$ cat config.mk
export PLATFORM = sky130hd
export DESIGN_NAME = pdm_audio_tx
export DESIGN_NICKNAME = d
export VERILOG_FILES = /design/src/rtl/pdm_audio_tx.sv
export SDC_FILE = /design/constraint.sdc
export NUM_CORES = 1
export LEC_CHECK = 0
export CAP_MARGIN = 20
export CELL_PAD_IN_SITES_DETAIL_PLACEMENT = 1
export CELL_PAD_IN_SITES_GLOBAL_PLACEMENT = 2
export CORE_MARGIN = 5
export CORE_UTILIZATION = 42
export CTS_CLUSTER_SIZE = 10
export DETAILED_ROUTE_END_ITERATION = 8
export PLACE_DENSITY = 0.86
export SYNTH_ARGS = -nofsm -noshare
export SYNTH_HDL_FRONTEND = slang
export SYNTH_SLANG_ARGS = --single-unit
$ cat constraint.sdc
create_clock -name clk -period 3.32 [get_ports clk]
set_input_delay 0.996 -clock clk [delete_from_list [all_inputs] [get_ports clk]]
set_output_delay 0.996 -clock clk [all_outputs]
set_load 0.05 [all_outputs]
$ cat src/rtl/pdm_audio_tx.sv
// PCM-to-PDM playback: FIFO-buffered offset-binary samples drive a first-order sigma-delta modulator.
// One sample popped per OSR bits, CLK_DIV clk per bit; s_ready = !full from registered level only.
module pdm_audio_tx #(
  parameter int DATA_W     = 8,
  parameter int CLK_DIV    = 50,
  parameter int OSR        = 64,
  parameter int FIFO_DEPTH = 4
) (
  input  logic                            clk,
  input  logic                            reset,
  input  logic                            enable,
  input  logic [DATA_W-1:0]               s_data,
  input  logic                            s_valid,
  output logic                            s_ready,
  output logic                            pdm_clk,
  output logic                            pdm_out,
  output logic                            sample_tick,
  output logic                            underrun,
  output logic [$clog2(FIFO_DEPTH+1)-1:0] fifo_level
);

  localparam int LVL_W = $clog2(FIFO_DEPTH + 1);
  localparam int PTR_W = $clog2(FIFO_DEPTH);
  localparam int DIV_W = $clog2(CLK_DIV);
  localparam int BIT_W = $clog2(OSR);

  localparam logic [DATA_W-1:0] MIDSCALE = {1'b1, {(DATA_W-1){1'b0}}};
  localparam logic [DIV_W-1:0]  DIV_LAST = DIV_W'(CLK_DIV - 1);
  localparam logic [DIV_W-1:0]  DIV_HALF = DIV_W'(CLK_DIV / 2);
  localparam logic [BIT_W-1:0]  BIT_LAST = BIT_W'(OSR - 1);
  localparam logic [LVL_W-1:0]  LVL_FULL = LVL_W'(FIFO_DEPTH);

  logic [DATA_W-1:0] mem [FIFO_DEPTH];
  logic [PTR_W-1:0]  wr_ptr;
  logic [PTR_W-1:0]  rd_ptr;
  logic              fifo_full;
  logic              fifo_empty;
  logic              push_vld;
  logic              pop_vld;

  logic [DIV_W-1:0]  div_cnt;
  logic [DIV_W-1:0]  div_nxt;
  logic [BIT_W-1:0]  bit_cnt;
  logic [DATA_W-1:0] acc;
  logic [DATA_W-1:0] cur_sample;
  logic [DATA_W:0]   sum;
  logic              bit_tick;
  logic              period_end;

  // Full is judged on the registered level, so a pop never frees a slot in its own cycle.
  assign fifo_full  = (fifo_level == LVL_FULL);
  assign fifo_empty = (fifo_level == '0);
  assign s_ready    = !fifo_full;
  assign push_vld   = s_valid && !fifo_full;
  assign pop_vld    = period_end && !fifo_empty;

  always_ff @(posedge clk or posedge reset) begin
    if (reset) begin
      wr_ptr     <= '0;
      rd_ptr     <= '0;
      fifo_level <= '0;
    end else begin
      if (push_vld) wr_ptr <= wr_ptr + PTR_W'(1);
      if (pop_vld)  rd_ptr <= rd_ptr + PTR_W'(1);
      case ({push_vld, pop_vld})
        2'b10:   fifo_level <= fifo_level + LVL_W'(1);
        2'b01:   fifo_level <= fifo_level - LVL_W'(1);
        default: fifo_level <= fifo_level;
      endcase
    end
  end

  always_ff @(posedge clk) begin
    if (push_vld) mem[wr_ptr] <= s_data;
  end

  assign bit_tick   = enable && (div_cnt == DIV_LAST);
  assign period_end = bit_tick && (bit_cnt == BIT_LAST);
  assign div_nxt    = bit_tick ? '0 : div_cnt + DIV_W'(1);
  assign sum        = {1'b0, acc} + {1'b0, cur_sample};

  // pdm_clk tracks the count it is registered alongside, so its fall coincides with the new bit.
  always_ff @(posedge clk or posedge reset) begin
    if (reset) begin
      div_cnt     <= '0;
      bit_cnt     <= '0;
      acc         <= '0;
      cur_sample  <= MIDSCALE;
      pdm_clk     <= 1'b0;
      pdm_out     <= 1'b0;
      sample_tick <= 1'b0;
      underrun    <= 1'b0;
    end else begin
      sample_tick <= 1'b0;
      underrun    <= 1'b0;
      if (!enable) begin
        div_cnt <= '0;
        bit_cnt <= '0;
        acc     <= '0;
        pdm_clk <= 1'b0;
        pdm_out <= 1'b0;
      end else begin
        div_cnt <= div_nxt;
        pdm_clk <= (div_nxt >= DIV_HALF);
        if (bit_tick) begin
          pdm_out <= sum[DATA_W];
          acc     <= sum[DATA_W-1:0];
          bit_cnt <= bit_cnt + BIT_W'(1);
          if (period_end) begin
            if (!fifo_empty) begin
              cur_sample  <= mem[rd_ptr];
              sample_tick <= 1'b1;
            end else begin
              underrun <= 1'b1;
            end
          end
        end
      end
    end
  end

endmodule

==> metrics.log, run 1 <==
INFO  metric min_from = fifo_level[0]
INFO  metric grt_antenna_before_repair = 0
INFO  metric insertion_delay = 0.35 ns
INFO  metric startpoint = fifo_level[0]
INFO  metric synth_top_cells_by_count = dfrtp_1, edfxtp_1, ha_1, nor2_1, nand2_1
INFO  metric rsz0062_at_grt = no
INFO  metric fin_worst_skew = between 0.01 and 0.015 ns
INFO  metric post_dp_cell_area = ~3600 sq um
INFO  metric postCtsSetupBuffers = 0
INFO  metric final_hold_viol_count = 0
INFO  metric syn_avg_cell_area = between 10 and 15 sq um
INFO  metric finalNetCount = between 300 and 400
INFO  metric core-area = between 7000 and 8000 sq um
INFO  metric place_congestion = between 0.7 and 0.8
INFO  metric synthDominantCellAreaShare = 28.9%
INFO  metric critPathKind = reg -> out
INFO  metric cts_tree = built
INFO  metric critical_path.endpoint = s_ready
INFO  metric layout-area-overhead-vs-synth = 14.7%
INFO  metric grt_max_degree = 40
INFO  metric report.final.setup_viol = 0
INFO  metric cts-resized-gates = 0
INFO  metric path_max_fanout = 6
INFO  metric hpwl = 4250 um
INFO  metric r2r.worst_path.cells = 12
INFO  metric max-vdd-ir-drop = 0.000406 V
INFO  metric drt_first_iter_violations = 64
INFO  metric achievable-frequency = about 0.35 GHz
INFO  metric powerDensity = between 500 and 600 nW/um^2
INFO  metric cts_clock_pin_slew_for_the_worst_setup_and_hold_paths = 0.08 ns
INFO  metric mappedNetlistNets = between 200 and 300
INFO  metric async_reset_ff_share = between 50 and 60%
INFO  metric clock_tree.buffer_depth = 2
INFO  metric leak_pwr = around 1.6 nW
INFO  metric synthDominantAreaCellType = edfxtp_1
INFO  metric grt_first_pass_wirelength = 10400 um
INFO  metric synth-warning-count = 0
INFO  metric floorplan.initialDensity = roughly 43%
INFO  metric drt-total-wl = a little over 6000 um
INFO  metric detail_route.vias_per_cell = ~5.3
INFO  metric reg2reg_slack = between 0.7 and 0.8 ns
INFO  metric slew_violations = 0
INFO  metric netlist_area = 3330 sq um
INFO  metric tritoncts.num_buffers = 9
INFO  metric outcome = complete, no violations
INFO  metric post_route_cells_drive_above_1_share = 15.5%
INFO  metric synth_top_flop_cell = dfrtp_1
INFO  metric max-slew-margin-rel = between 50% and 60%
INFO  metric finalWorstPathRequiredPeriod = between 2 and 3 ns
INFO  metric finalCritPeriodShare = a little under nine tenths
INFO  metric holdCritPathClass = reg -> reg
INFO  metric drt_first_pass_iters = 4
INFO  metric synthesis.instances = between 200 and 250
INFO  metric die-area = between 9000 and 10000 sq um
INFO  metric regToRegStartpoint = div_cnt[1]
INFO  metric synth_enable_flop_cells = 32
INFO  metric setup.worst_path.end_class = output port
INFO  metric ant_nets = 0
INFO  metric stdcell_area = between 3000 and 4000 sq um
INFO  metric r2r_end = fifo_level[2]
INFO  metric std_cell_rows = 32
INFO  metric die_x = 99 um
INFO  metric postSynthRegisterBits = 71
INFO  metric detail_route.drc_violations = 0
INFO  metric via_count_of_the_first_global_routing_pass = around 2200
INFO  metric cap_viol_max_count = 0
INFO  metric cp_data_required_time = between 2 and 2.5 ns
INFO  metric routed_wire_length_per_instance = approximately 16 um
INFO  metric cts_sinks = a little over 70
INFO  metric num_antenna_cells = 0
INFO  metric top_cells_by_area_synth = edfxtp_1, dfrtp_1, ha_1, mux4_2, mux2_4
INFO  metric gr-total-overflow = 0
INFO  metric critical_path.startpoint_type = flop
INFO  metric totalNegativeSetupSlack = 0 ns
INFO  metric critPathArrivalTime = 1.87 ns
INFO  metric ctsHtreeMaxLevel = 3
INFO  metric root_buffer_selected_by_cts = clkbuf_8
INFO  metric holdBufCountCts = 0
INFO  metric routed_vias = ~2000
INFO  metric total_routing_usage_reported_by_global_routing = ~13%
INFO  metric sequential_fraction_of_the_synthesis_area = approximately three fifths
INFO  metric timing_worst_slew_pin_value = between 0.6 and 0.7 ns
INFO  metric synth_cell_types = 48
INFO  metric post-synth-top-count-cell = dfrtp_1
INFO  metric top_level_pins = 20
INFO  metric buffer_ports.inserted = 19
INFO  metric die_height = 99 um
## power breakdown
group	total (W)	switching, W	leakage [nW]	internal [W]
clock network	0.000648	0.000363	0.0888	0.000285
registers	0.00109	0.0000534	0.821	0.00104
logic	0.000381	0.000242	0.731	0.000140
## area by class of cell
| type | instances | area [sq um] |
|---|---|---|
| fillers | 786 | 3910 |
| clock inverters | 7 | 61.3 |
| inverters | 12 | 45.0 |
| clock buffers | 9 | 124 |
| repair buffers | 22 | 213 |
| well taps | 102 | 128 |
| multi-input cells | 157 | 1310 |
| flip-flops and latches | 71 | 1940 |
## worst min-delay path by stage
| stage | to | slack, ns | cells past startpoint |
|---|---|---|---|
| after floorplan | cur_sample[0] | 0.48 | 1 |
| after global placement | fifo_level[0] | 0.51 | 1 |
| after detailed placement | fifo_level[0] | 0.51 | 1 |
| after CTS | fifo_level[0] | 0.53 | 1 |
| after global routing | cur_sample[6] | 0.55 | 1 |
| final | fifo_level[0] | 0.52 | 1 |
## stage by stage
step | utilization, % | hold WS (ns) | std cells | worst slack (ns) | total power, W
6_report | 49.4 | 0.524 | 380 | 0.456 | 0.00212
5_1_grt | 49.4 | 0.554 | 380 | 0.337 | 0.00224
4_1_cts | 49.4 | 0.527 | 380 | 0.430 | 0.00216
3_5_place_dp | 47.0 | 0.514 | 364 | 0.192 | 0.00151
3_3_place_gp | 47.0 | 0.505 | 364 | 0.242 | 0.00149
2_1_floorplan | - | 0.484 | 247 | 0.604 | 0.00136
## registers in the layout (all words and copies together), names as in the netlist
signal       flops
pdm_out          1
acc              8
bit_cnt          6
sample_tick      1
div_cnt          6
fifo_level       3
rd_ptr           2
underrun         1
cur_sample       8
wr_ptr           2
pdm_clk          1
mem             32
## logic make-up after synthesis
kind of cell             count (synthesis)  synth area share (%)
flip-flops                              71                  58.3
XOR/XNOR                                15                  3.95
buffers and inverters                   19                  2.44
adder cells (fa/ha/maj)                 18                  7.22
AND/OR/NAND/NOR                         72                  11.7
AO/OA/AOI/OAI                           35                  7.15
multiplexers                            17                  9.25
## critical path, cell delays in order (launching register included)
cell,delay (ns)
dfrtp_1,0.41
inv_1,0.09
nand3_1,0.18
clkdlybuf4s50_1,0.84
## cells in the final DEF, fill, tap and decap left out, drive strengths merged, types with 4 or more instances in the layout
master / count
and3: 4
nor3: 4
nand2: 16
edfxtp: 32
or3: 4
inv: 16
mux2: 9
clkbuf: 9
o21ai: 6
nand3: 13
clkdlybuf4s50: 19
a21oi: 9
a21o: 4
dfrtp: 38
xnor2: 10
ha: 16
mux4: 8
nor2: 17
xor2: 5
## metal layers
metal	GRT usage [%]	up-vias	wire, um
met5	0	-	0
met4	4.94	0	51
met3	3.33	7	165
met2	22.4	23	3030
met1	17.1	1012	2830
li1	-	955	-
No activity file was read; power rests on OpenSTA's default activity.
==> run 2: changes to the inputs <==
Settings changed: CORE_UTILIZATION 42 to 45, PLACE_DENSITY 0.86 to 0.91, SLEW_MARGIN set to 20, TNS_END_PERCENT set to 100.
Clock period 3.32 ns to 3.55 ns, I/O delays scaled along.
==> run 2 against run 1 <==
Total power fell by 0.89%; clock-buffer cell count stayed put; largest power group unchanged; highest routed layer unchanged; final cell count down 0.79%; sequential power down 6%; worst setup slack better by 0.13 ns.
==> metrics.log, run 2 (synthesis results as in run 1) <==
INFO  metric ctsHtreeMaxLevel = 3 (unchanged)
INFO  metric critPathBufInv = 2 (unchanged)
INFO  metric finalWorstPathRequiredPeriod = approximately 3.0 ns
INFO  metric critPathKind = reg -> out
INFO  metric min_from = fifo_level[2]
INFO  metric regToRegStartpoint = div_cnt[1]
INFO  metric max-slew-margin-rel = 60.5% (+1.0 points)
INFO  metric std_cell_rows = 31 (-3.1%)
INFO  metric cts_tree = built
INFO  metric via_count_of_the_first_global_routing_pass = 2221 (+3.3%)
INFO  metric totalNegativeSetupSlack = 0 ns (unchanged)
INFO  metric clock_tree.buffer_depth = 2 (unchanged)
INFO  metric layout.cells.most_common_list = dfrtp_1, edfxtp_1, clkdlybuf4s50_1
INFO  metric cts_sinks = 71 (unchanged)
INFO  metric registers.top_by_ff_count = mem
INFO  metric routed_wire_length_per_instance = 17.3 um (+8.1%)
INFO  metric detail_route.vias_per_cell = 5.38 (+2.3%)
INFO  metric floorplan.initialDensity = 46.1% (+3.1 points)
INFO  metric place_congestion = 0.767 (+8.8%)
INFO  metric ant_nets = 0 (unchanged)
INFO  metric timing.hold.worst_path_depth = 1 (unchanged)
INFO  metric timing_worst_slew_pin_value = 0.592 ns (-0.0149 ns)
INFO  metric largest_registers = mem (32), acc (8), cur_sample (8)
INFO  metric leak_pwr = 1.66 nW (+1.4%)
INFO  metric layout-area-overhead-vs-synth = 15.6%
INFO  metric achievable-frequency = 0.338 GHz
INFO  metric holdCritPathClass = reg -> reg
INFO  metric die-area = 9210 sq um (-6.0%)
INFO  metric gr-total-overflow = 0 (unchanged)
INFO  metric core-area = 7210 sq um (-6.6%)
INFO  metric critical_path.startpoint_type = flop
INFO  metric finalCritPeriodShare = 83.4%
INFO  metric max-vdd-ir-drop = 0.000415 V (+2.2%)
INFO  metric top_level_pins = 20 (unchanged)
INFO  metric slew_violations = 0 (unchanged)
INFO  metric drt-total-wl = 6520 um (+7.2%)
INFO  metric postCtsSetupBuffers = 0 (unchanged)
INFO  metric outcome = complete, no violations
INFO  metric drt_first_iter_violations = 112 (+75%)
INFO  metric setup.worst_path.end_class = output port
INFO  metric drt_first_pass_iters = 4 (unchanged)
INFO  metric grt_max_degree = 40 (unchanged)
INFO  metric insertion_delay = 0.35 ns (about the same)
INFO  metric fin_cells = 377 (-0.79%)
INFO  metric detail_route.drc_violations = 0 (unchanged)
INFO  metric cp_data_required_time = 2.48 ns (+0.16 ns)
INFO  metric routed_vias = 2027 (+1.5%)
INFO  metric final_hold_viol_count = 0 (unchanged)
INFO  metric rsz0062_at_grt = no
INFO  metric tritoncts.num_buffers = 9 (unchanged)
INFO  metric grt_first_pass_wirelength = 11200 um (+7.8%)
INFO  metric die_height = 96.0 um (-3.0%)
INFO  metric critPathArrivalTime = 1.89 ns (+0.02 ns)
INFO  metric r2r.worst_path.cells = 12 (unchanged)
INFO  metric cap_viol_max_count = 0 (unchanged)
INFO  metric critical-path-slowest-cell = clkdlybuf4s50_1
INFO  metric holdWs = 0.520 ns (-0.00375 ns)
INFO  metric die_x = 96.0 um (-3.0%)
INFO  metric final_common_cell = dfrtp_1
INFO  metric post_route_cells_drive_above_1_share = 15.1% (-0.36 points)
INFO  metric total_routing_usage_reported_by_global_routing = 16.4% (+2.9 points)
INFO  metric dpl.cell_count = 361 (-0.82%)
INFO  metric finalNetCount = 303 (unchanged)
INFO  metric largest_reg_flops = 32 (unchanged)
INFO  metric reg2reg_slack = 0.91 ns (+0.17 ns)
INFO  metric root_buffer_selected_by_cts = clkbuf_8
INFO  metric cts-resized-gates = 0 (unchanged)
INFO  metric min_to = fifo_level[2]
INFO  metric r2r_end = fifo_level[2]
INFO  metric hpwl = 4570 um (+7.5%)
INFO  metric buffer_ports.inserted = 19 (unchanged)
INFO  metric cts_clock_pin_slew_for_the_worst_setup_and_hold_paths = 0.07 ns (about the same)
INFO  metric fin_worst_skew = 0.00865 ns (-0.00423 ns)
INFO  metric holdBufCountCts = 0 (unchanged)
INFO  metric worstPathCellList = inv_1, nand3_1, clkdlybuf4s50_1
INFO  metric slowest_delay = 0.84 ns (about the same)
INFO  metric grt_antenna_before_repair = 0 (unchanged)
INFO  metric num_antenna_cells = 0 (unchanged)
INFO  metric final_util = 53.3% (+3.9 points)
INFO  metric report.final.setup_viol = 0 (unchanged)
INFO  metric path_max_fanout = 6 (unchanged)
INFO  metric critical-path-top-delay-family = buffers and inverters
INFO  metric powerDensity = 547 nW/um^2 (-1.7%)
## run 2: cell count changes in the layout (fill, tap and decap cells not counted)
cell        change
bufinv_16       +2
clkinv_2        +1
inv_6           -1
inv_8           -1
clkinv_1        +1
clkinvlp_4      -2
## run 2: final cells by class
class                           count  area (sq um)
Fill cell                         726          3370
Sequential cell                    71          1940
Tap cell                           99           124
Multi-Input combinational cell    157          1310
Inverter                           12          45.0
Clock buffer                        9           124
Clock inverter                      7          95.1
Timing Repair Buffer               22           213
## run 2: how the worst max path moves through the flow
| stage | depth (start not counted) | endpoint | slack [ns] | from |
|---|---|---|---|---|
| 2_1_floorplan | 10 | fifo_level[2] | 0.83 | fifo_level[0] |
| 3_3_place_gp | 11 | fifo_level[2] | 0.41 | enable |
| 3_5_place_dp | 11 | fifo_level[2] | 0.33 | enable |
| 4_1_cts | 3 | s_ready | 0.58 | fifo_level[0] |
| 5_1_grt | 3 | s_ready | 0.49 | fifo_level[0] |
| 6_report | 3 | s_ready | 0.59 | fifo_level[0] |
## run 2: stage by stage
| stage | worst slack, ns | instance area [sq um] | power [W] |
|---|---|---|---|
| 2_1_floorplan | 0.834 | 3330 | 0.00128 |
| 3_3_place_gp | 0.409 | 3630 | 0.00139 |
| 3_5_place_dp | 0.335 | 3630 | 0.00141 |
| 4_1_cts | 0.576 | 3850 | 0.00213 |
| 5_1_grt | 0.492 | 3850 | 0.00221 |
| 6_report | 0.590 | 3850 | 0.00210 |
## run 2: worst reg2reg max path, delay by kind of cell (launching register included)
family,cells,cell delay [ns]
DFF,1,0.43
adders and majority gates,3,0.77
buffers and inverters,3,0.21
xor gates and xnor gates,2,0.30
and+or+nand+nor,4,0.87
## run 2: where the power goes
part	internal [W]	leakage [nW]	switching [W]
registers	0.000974	0.821	0.0000568
clock network	0.000398	0.112	0.000316
logic	0.000130	0.731	0.000230
total	0.00150	1.66	0.000602
## run 2: layer usage
layer / wire length (um) / global-route usage, % / vias up
met3: 159 / 2.81 / 11
met4: 119 / 7.46 / 0
met1: 2930 / 20.7 / 1027
met2: 3310 / 27.4 / 29
met5: 0 / 0 / -
li1: - / - / 960
